## src/rtl/lift_req_queue.sv

```systemverilog
// Hall-call request queue feeding the lift FSM (qEmpty/din).
// Ports: clk, rst_n, btn[5:0], done -> req_code[2:0], q_empty, lamp[5:0], count.
module lift_req_queue #(
  parameter int DEPTH = 8,
  parameter int CW = $clog2(DEPTH + 1)
) (
  input  logic          clk,
  input  logic          rst_n,
  input  logic [5:0]    btn,
  input  logic          done,
  output logic [2:0]    req_code,
  output logic          q_empty,
  output logic [5:0]    lamp,
  output logic [CW-1:0] count
);

  localparam int PW = $clog2(DEPTH);

  logic [5:0]    waiting, waiting_nx;
  logic [5:0]    queued, queued_nx;
  logic [2:0]    mem [DEPTH];
  logic [PW-1:0] rd_ptr, wr_ptr;

  logic       enq, pop;
  logic [2:0] sel;
  logic [2:0] head_idx;

  function automatic logic [2:0] code_of(input logic [2:0] i);
    logic [2:0] c;
    c = 3'b000;
    unique case (i)
      3'd0: c = 3'b001;
      3'd1: c = 3'b010;
      3'd2: c = 3'b011;
      3'd3: c = 3'b110;
      3'd4: c = 3'b111;
      3'd5: c = 3'b100;
      default: c = 3'b000;
    endcase
    return c;
  endfunction

  function automatic logic [2:0] idx_of(input logic [2:0] c);
    logic [2:0] i;
    i = 3'd0;
    unique case (c)
      3'b001: i = 3'd0;
      3'b010: i = 3'd1;
      3'b011: i = 3'd2;
      3'b110: i = 3'd3;
      3'b111: i = 3'd4;
      3'b100: i = 3'd5;
      default: i = 3'd0;
    endcase
    return i;
  endfunction

  assign enq      = |waiting;
  assign pop      = done && (count != '0);
  assign head_idx = idx_of(mem[rd_ptr]);

  // Lowest pending index wins the single enqueue slot.
  always_comb begin
    sel = 3'd0;
    for (int i = 5; i >= 0; i--) begin
      if (waiting[i]) sel = 3'(i);
    end
  end

  always_comb begin
    queued_nx  = queued;
    waiting_nx = waiting;
    if (pop) queued_nx[head_idx] = 1'b0;
    if (enq) begin
      queued_nx[sel]  = 1'b1;
      waiting_nx[sel] = 1'b0;
    end
    // A press on the head being popped counts as a fresh request.
    for (int i = 0; i < 6; i++) begin
      if (btn[i] && !waiting[i] &&
          (!queued[i] || (pop && head_idx == 3'(i))))
        waiting_nx[i] = 1'b1;
    end
  end

  always_ff @(posedge clk or negedge rst_n) begin
    if (!rst_n) begin
      waiting <= '0;
      queued  <= '0;
      rd_ptr  <= '0;
      wr_ptr  <= '0;
      count   <= '0;
      for (int i = 0; i < DEPTH; i++) mem[i] <= 3'b000;
    end else begin
      waiting <= waiting_nx;
      queued  <= queued_nx;
      if (enq) begin
        mem[wr_ptr] <= code_of(sel);
        wr_ptr <= (wr_ptr == PW'(DEPTH - 1)) ? '0 : wr_ptr + PW'(1);
      end
      if (pop)
        rd_ptr <= (rd_ptr == PW'(DEPTH - 1)) ? '0 : rd_ptr + PW'(1);
      if (enq && !pop)
        count <= count + CW'(1);
      else if (pop && !enq)
        count <= count - CW'(1);
    end
  end

  assign req_code = (count != '0) ? mem[rd_ptr] : 3'b000;
  assign q_empty  = (count == '0);
  assign lamp     = waiting | queued;

endmodule

```

## config.mk

```make
export PLATFORM = sky130hd
export DESIGN_NAME = lift_req_queue
export DESIGN_NICKNAME = d
export VERILOG_FILES = /design/src/rtl/lift_req_queue.sv
export SDC_FILE = /design/constraint.sdc
export NUM_CORES = 1
export LEC_CHECK = 0
export ABC_AREA = 1
export BUFFER_PORTS_ARGS = -buffer_cell sky130_fd_sc_hd__buf_2
export CAP_MARGIN = 10
export CORE_MARGIN = 2
export CORE_UTILIZATION = 44
export CTS_BUF_LIST = sky130_fd_sc_hd__clkbuf_4 sky130_fd_sc_hd__clkbuf_8
export DETAILED_ROUTE_END_ITERATION = 10
export REMOVE_ABC_BUFFERS = 1
export SYNTH_ARGS = -nofsm -noshare
export SYNTH_HDL_FRONTEND = slang
export SYNTH_SLANG_ARGS = --single-unit
```

## constraint.sdc

```tcl
create_clock -name clk -period 2.2 [get_ports clk]
set_clock_uncertainty 0.05 [all_clocks]
set_input_delay 0.33 -clock clk [delete_from_list [all_inputs] [get_ports clk]]
set_output_delay 0.33 -clock clk [all_outputs]
set_load 0.02 [all_outputs]
```

==> out/results.tsv, run 1 <==
stage	metric	value	unit
job	Max Cap Viol	0	
route	post-DR wirelength/cell	11.8	um
placed_design	placed insts	426	
min_path	Hold Crit Class	in -> reg	
timing	Final Cycle Share	0.930	
yosys	Yosys reg bits	46	
yosys	sequential fraction of the synthesis area	0.461	
timing	max_slew headroom	0.645	
placed_design	Place WS	0.130	ns
yosys	Synth warnings	0	
die	num rows	27	
clocking	clk buf depth	2	
yosys	Post-Syn Instances	331	
clocking	Num CTS Buffers	5	
setup_path	Worst Setup End Kind	flip-flop	
pwr	total power	5.00	mW
timing	Hold Worst Slack	0.181	ns
timing	setup TNS	0	ns
pwr	power per cell area	1750	nW/um^2
die	Starting Density	0.454	
global_routing	first-pass GRT wire length	9.24	mm
route	via/cell ratio	4.71	
final_layout	Finished Layout Cells	438	
yosys	cell area after synthesis	2500	um^2
route	DRT iter0 DRCs	69	
setup_path	reg2reg setup slack	0.15	ns
clocking	CTS tree	built	
setup_path	Worst Path Required	2.40	ns
timing	setup violators final	0	
outcome	status	finished clean	
setup_path	CP arrival	2.25	ns
setup_path	startpoint types	flip-flop	
die	die width	79.4	um
global_routing	gr usage total	0.190	
final_layout	Final Cell Area	2860	um^2
yosys	count of different cell masters after synthesis	23	
placed_design	DP Area	2720	um^2
setup_path	worst r2r path cells	10	
yosys	FFs w/ async S/R, synth	1.00	
setup_path	crit path max fanout	5	
route	drt first pass iters	4	
global_routing	pin count of the biggest net entering global routing	26	
clocking	worst skew pair latency	0.31	ns
yosys	commonest cells in the netlist	nand2_1 (110), dfrtp_1 (46), inv_1 (46)	
setup_path	critical path class	reg -> reg	
die	IO Pins	23	
global_routing	initial antenna violation count	0	
final_layout	Final Net Count	382	
die	die area	6300	um^2
final_layout	area growth from synthesis to layout	14.5	%
yosys	Synth area leader	dfrtp_1	
setup_path	CP endpoint	count[3]	
yosys	Mean Syn Cell Area	7.55	um^2
yosys	EDFF count, synth	0	
yosys	Synth top area share	0.461	
setup_path	Worst R2R Start	waiting[2]	
route	via count	2061	
pwr	leakage power	1.56	nW
die	Core Box Area	5510	um^2
timing	Pins Over Slew Limit	0	
timing	RSZ-0062 raised after global routing	no	
clocking	clock sinks	46	
pwr	Worst IR Drop VDD	0.000703	V
clocking	CTS HTree Levels	2	
route	WL final	5.17	mm
final_layout	layout cells sized above 1	0.189	
yosys	predominant post-synthesis flop cell	dfrtp_1	
setup_path	worst reg2reg endpoint	count[3]	
timing	fmax	489	MHz
timing	Final WS setup	0.154	ns
route	DRC viols	0	
route	Final ANT Viol Nets	0	
placed_design	hpwl dp	3.78	mm
setup_path	CP startpoint	waiting[2]	
placed_design	routability cong.	0.795	
die	die height	79.4	um
placed_design	count of input and output buffers	22	
timing	endpoints failing hold	0	
yosys	top-count cell post-synth	nand2_1	
clocking	Root Driver	clkbuf_8	
global_routing	number of global-route vias before repair	1952	
final_layout	Layout fillers	537	
global_routing	gr ovfl total	0	
timing	clock period minus worst slack	2.05	ns
final_layout	Ant. Diodes	0	
yosys	synth top area cells	dfrtp_1 (46%), nand2_1 (17%), inv_1 (6.9%)	
timing	Slew @ Worst Pin	0.533	ns
clocking	clock-pin slew on the worst setup and hold paths	0.09	ns
final_layout	fin util	0.520	
## logic make-up (layout without fill, tap and decap cells)
kind of cell | Yosys count | count (layout) | share of synthesized area
AND/OR/NAND/NOR | 178 | 178 | 0.313
buffers and inverters | 57 | 92 | 0.0916
flip-flops | 46 | 46 | 0.461
AO/OA/AOI/OAI | 38 | 38 | 0.0771
adder cells (fa/ha/maj) | 8 | 8 | 0.0431
XOR/XNOR | 4 | 4 | 0.0140
## sequential cells by signal (all words and copies together) (netlist names)
signal   flops
count        4
mem         24
queued       6
rd_ptr       3
waiting      6
wr_ptr       3
## worst min-delay path by stage
stage / start / to / slack (ns) / cells after the start
global route: btn[0] / waiting[0] / 0.18 / 3
floorplan: rst_n / count[0] / -0.02 / 0
global placement: rst_n / count[2] / 0.30 / 1
CTS: btn[0] / waiting[0] / 0.18 / 3
detailed placement: rst_n / count[2] / 0.29 / 1
finish: btn[0] / waiting[0] / 0.18 / 3
## power breakdown
group / switching [mW] / internal [mW]
Sequential: 0.294 / 1.26
Combinational: 1.86 / 0.985
Clock: 0.285 / 0.317
Total: 2.43 / 2.56
## timing repair
| action | in CTS | in global routing |
|---|---|---|
| setup buffers | 0 | 3 |
| setup endpoints to repair | 3 | 4 |
| hold buffers | 1 | 0 |
| resized for setup | 1 | 1 |
| hold endpoints to repair | 21 | 0 |
## worst max-delay path: stages (launching register included)
cell	delay (ns)
dfrtp_1	0.43
nor2_2	0.17
nand3_1	0.14
ha_1	0.24
inv_1	0.11
ha_1	0.24
a21o_1	0.18
a21oi_1	0.16
xor2_1	0.16
nand2_1	0.06
nand2_1	0.05
## per-layer routing
metal	GRT usage	vias to the layer above	routed length, um
met3	0.0409	6	216
li1	-	1101	-
met2	0.297	31	2230
met5	0	-	0
met4	0.0586	0	64
met1	0.265	923	2660
## placed cells by master, fill, tap and decap left out
| cell | instances |
|---|---|
| dfrtp_2 | 1 |
| a21oi_1 | 2 |
| buf_12 | 1 |
| nand4_1 | 8 |
| nand4_2 | 1 |
| or2_2 | 6 |
| o21ai_1 | 19 |
| clkbuf_8 | 8 |
| nand3_2 | 3 |
| nand2_1 | 110 |
| buf_4 | 6 |
| nand2_2 | 9 |
| fa_1 | 1 |
| inv_1 | 46 |
| dlygate4sd3_1 | 1 |
| xnor2_1 | 2 |
| nor2_1 | 19 |
| ha_1 | 7 |
| o21ai_0 | 16 |
| nor2_2 | 4 |
| nand3_1 | 17 |
| inv_2 | 8 |
| xor2_1 | 2 |
| a21o_1 | 1 |
| dfrtp_1 | 45 |
| buf_2 | 22 |
| nor3_1 | 1 |
## layout make-up
cell class              count  area [um^2]  share of cell area
flip-flops and latches     46         1150               0.403
multi-input cells         228         1120               0.392
inverters                  54          203              0.0708
repair buffers             30          185              0.0647
clock buffers               8          110              0.0385
well taps                  72         90.1              0.0315
Note: power is estimated with default switching activity, not from simulation.
==> run 2, diff against run 1 <==
BUFFER_PORTS_ARGS = -buffer_cell sky130_fd_sc_hd__clkbuf_2   (was -buffer_cell sky130_fd_sc_hd__buf_2)
CORE_UTILIZATION = 45   (was 44)
PLACE_DENSITY = 0.66   (was unset)
==> out/results.tsv, run 2 (same netlist as run 1, synthesis figures left out) <==
stage	metric	value	unit
die	die width	78.5	um
die	IO Pins	23	
setup_path	critical path class	reg -> reg	
timing	clock period minus worst slack	2.03	ns
die	num rows	27	
setup_path	startpoint types	flip-flop	
pwr	power per cell area	1730	nW/um^2
setup_path	Worst Path Required	2.39	ns
pwr	leakage power	1.57	nW
timing	endpoints failing hold	0	
final_layout	Finished Layout Cells	442	
timing	Hold Worst Slack	0.172	ns
pwr	total power	4.95	mW
setup_path	worst reg2reg endpoint	count[3]	
route	via count	2117	
clocking	CTS HTree Levels	2	
clocking	Root Driver	clkbuf_8	
timing	Pins Over Slew Limit	0	
final_layout	Top reg by flops	mem	
min_path	hold endpoint	waiting[0]	
clocking	clock-pin slew on the worst setup and hold paths	0.09	ns
final_layout	fin util	0.526	
timing	Slew @ Worst Pin	0.327	ns
clocking	clock sinks	46	
clocking	Num CTS Buffers	5	
route	WL final	5.10	mm
die	die area	6160	um^2
setup_path	max incr delay on CP	0.42	ns
timing	setup TNS	0	ns
final_layout	most common cell after layout, fill and taps aside	nand2_1	
timing	fmax	494	MHz
clocking	clk buf depth	2	
setup_path	Slowest cell on crit path	dfrtp_1	
outcome	status	finished clean	
min_path	hold path cells	3	
final_layout	max reg flops	24	
route	Top Metal Used	met4	
route	post-DR wirelength/cell	11.5	um
die	Starting Density	0.459	
final_layout	Final Cell Area	2860	um^2
setup_path	critical path, cell by cell	nor2_1 > nand3_1 > ha_1 > inv_1 > ha_1 > a21o_1 > a21oi_2 > xor2_1 > nand2_1 > nand2_1	
global_routing	pin count of the biggest net entering global routing	27	
timing	max_slew headroom	0.780	
pwr	Worst IR Drop VDD	0.000768	V
placed_design	hpwl dp	3.79	mm
placed_design	Place WS	0.0971	ns
global_routing	gr ovfl total	0	
timing	Final WS setup	0.175	ns
min_path	hold_sp	btn[0]	
route	met3 wire len	245	um
route	Detail Route met2 WL	2.33	mm
route	via/cell ratio	4.79	
min_path	Hold Crit Class	in -> reg	
clocking	CTS tree	built	
die	Core Box Area	5440	um^2
timing	setup violators final	0	
clocking	worst skew pair latency	0.30	ns
final_layout	Final Net Count	387	
global_routing	initial antenna violation count	0	
route	DRT met1 WL	2.49	mm
final_layout	layout cells sized above 1	0.205	
placed_design	count of input and output buffers	22	
job	Max Cap Viol	0	
global_routing	number of global-route vias before repair	1930	
final_layout	Top Registers	mem (24), queued (6), waiting (6)	
setup_path	Worst Setup End Kind	flip-flop	
setup_path	Worst R2R Start	waiting[0]	
setup_path	worst r2r path cells	10	
setup_path	crit path max fanout	5	
placed_design	placed insts	427	
route	drt first pass iters	5	
final_layout	Layout fillers	539	
global_routing	gr usage total	0.178	
route	Final ANT Viol Nets	0	
global_routing	first-pass GRT wire length	8.61	mm
setup_path	reg2reg setup slack	0.17	ns
placed_design	routability cong.	0.858	
route	DRT iter0 DRCs	73	
final_layout	area growth from synthesis to layout	14.6	%
die	die height	78.5	um
final_layout	Ant. Diodes	0	
timing	RSZ-0062 raised after global routing	no	
route	DRC viols	0	
timing	Final Cycle Share	0.920	
placed_design	DP Area	2710	um^2
setup_path	CP arrival	2.21	ns
final_layout	most frequent cells in the layout	nand2_1 (110), inv_1 (46), dfrtp_1 (44)	
run 2: power by group:
group	internal, mW	total [mW]	switching (mW)
Sequential	1.26	1.55	0.284
Combinational	1.03	2.90	1.87
Clock	0.214	0.497	0.283
run 2: repair_timing:
item | in CTS | in global routing
setup buffers | 0 | 7
setup endpoints to repair | 3 | 2
hold buffers | 1 | 0
pin swaps | 0 | 1
resized for setup | 1 | 4
hold endpoints to repair | 39 | 0
run 2: worst max-delay path by stage:
stage | endpoint | startpoint | cells past startpoint | slack (ns)
floorplan | count[3] | waiting[2] | 10 | 0.02
global placement | count[3] | waiting[2] | 10 | 0.18
detailed placement | count[3] | waiting[2] | 10 | 0.1
CTS | count[3] | waiting[2] | 10 | 0.07
global route | count[3] | waiting[2] | 10 | 0.007
finish | count[3] | waiting[0] | 10 | 0.17
run 2: final cells by class:
type / instances / area, um^2 / area share
Tap cell: 72 / 90.1 / 0.0315
Multi-Input combinational cell: 228 / 1130 / 0.394
Timing Repair Buffer: 35 / 210 / 0.0734
Inverter: 54 / 203 / 0.0708
Clock buffer: 5 / 68.8 / 0.0240
Clock inverter: 2 / 10.0 / 0.00350
Sequential cell: 46 / 1150 / 0.403
run 2: worst max-delay path: cells and delay by family, from the launching register on:
kind            cells  cell delay (ns)
flops               1             0.42
buf+inv             1             0.12
fa+ha+maj           2             0.49
xor+xnor            1             0.16
simple gates        4             0.39
compound gates      2             0.32
run 2: metal layers:
layer  up-vias  track usage
met2        45        0.278
met3         6       0.0471
li1       1104            -
met1       962        0.246
met4         0       0.0474
met5         -            0
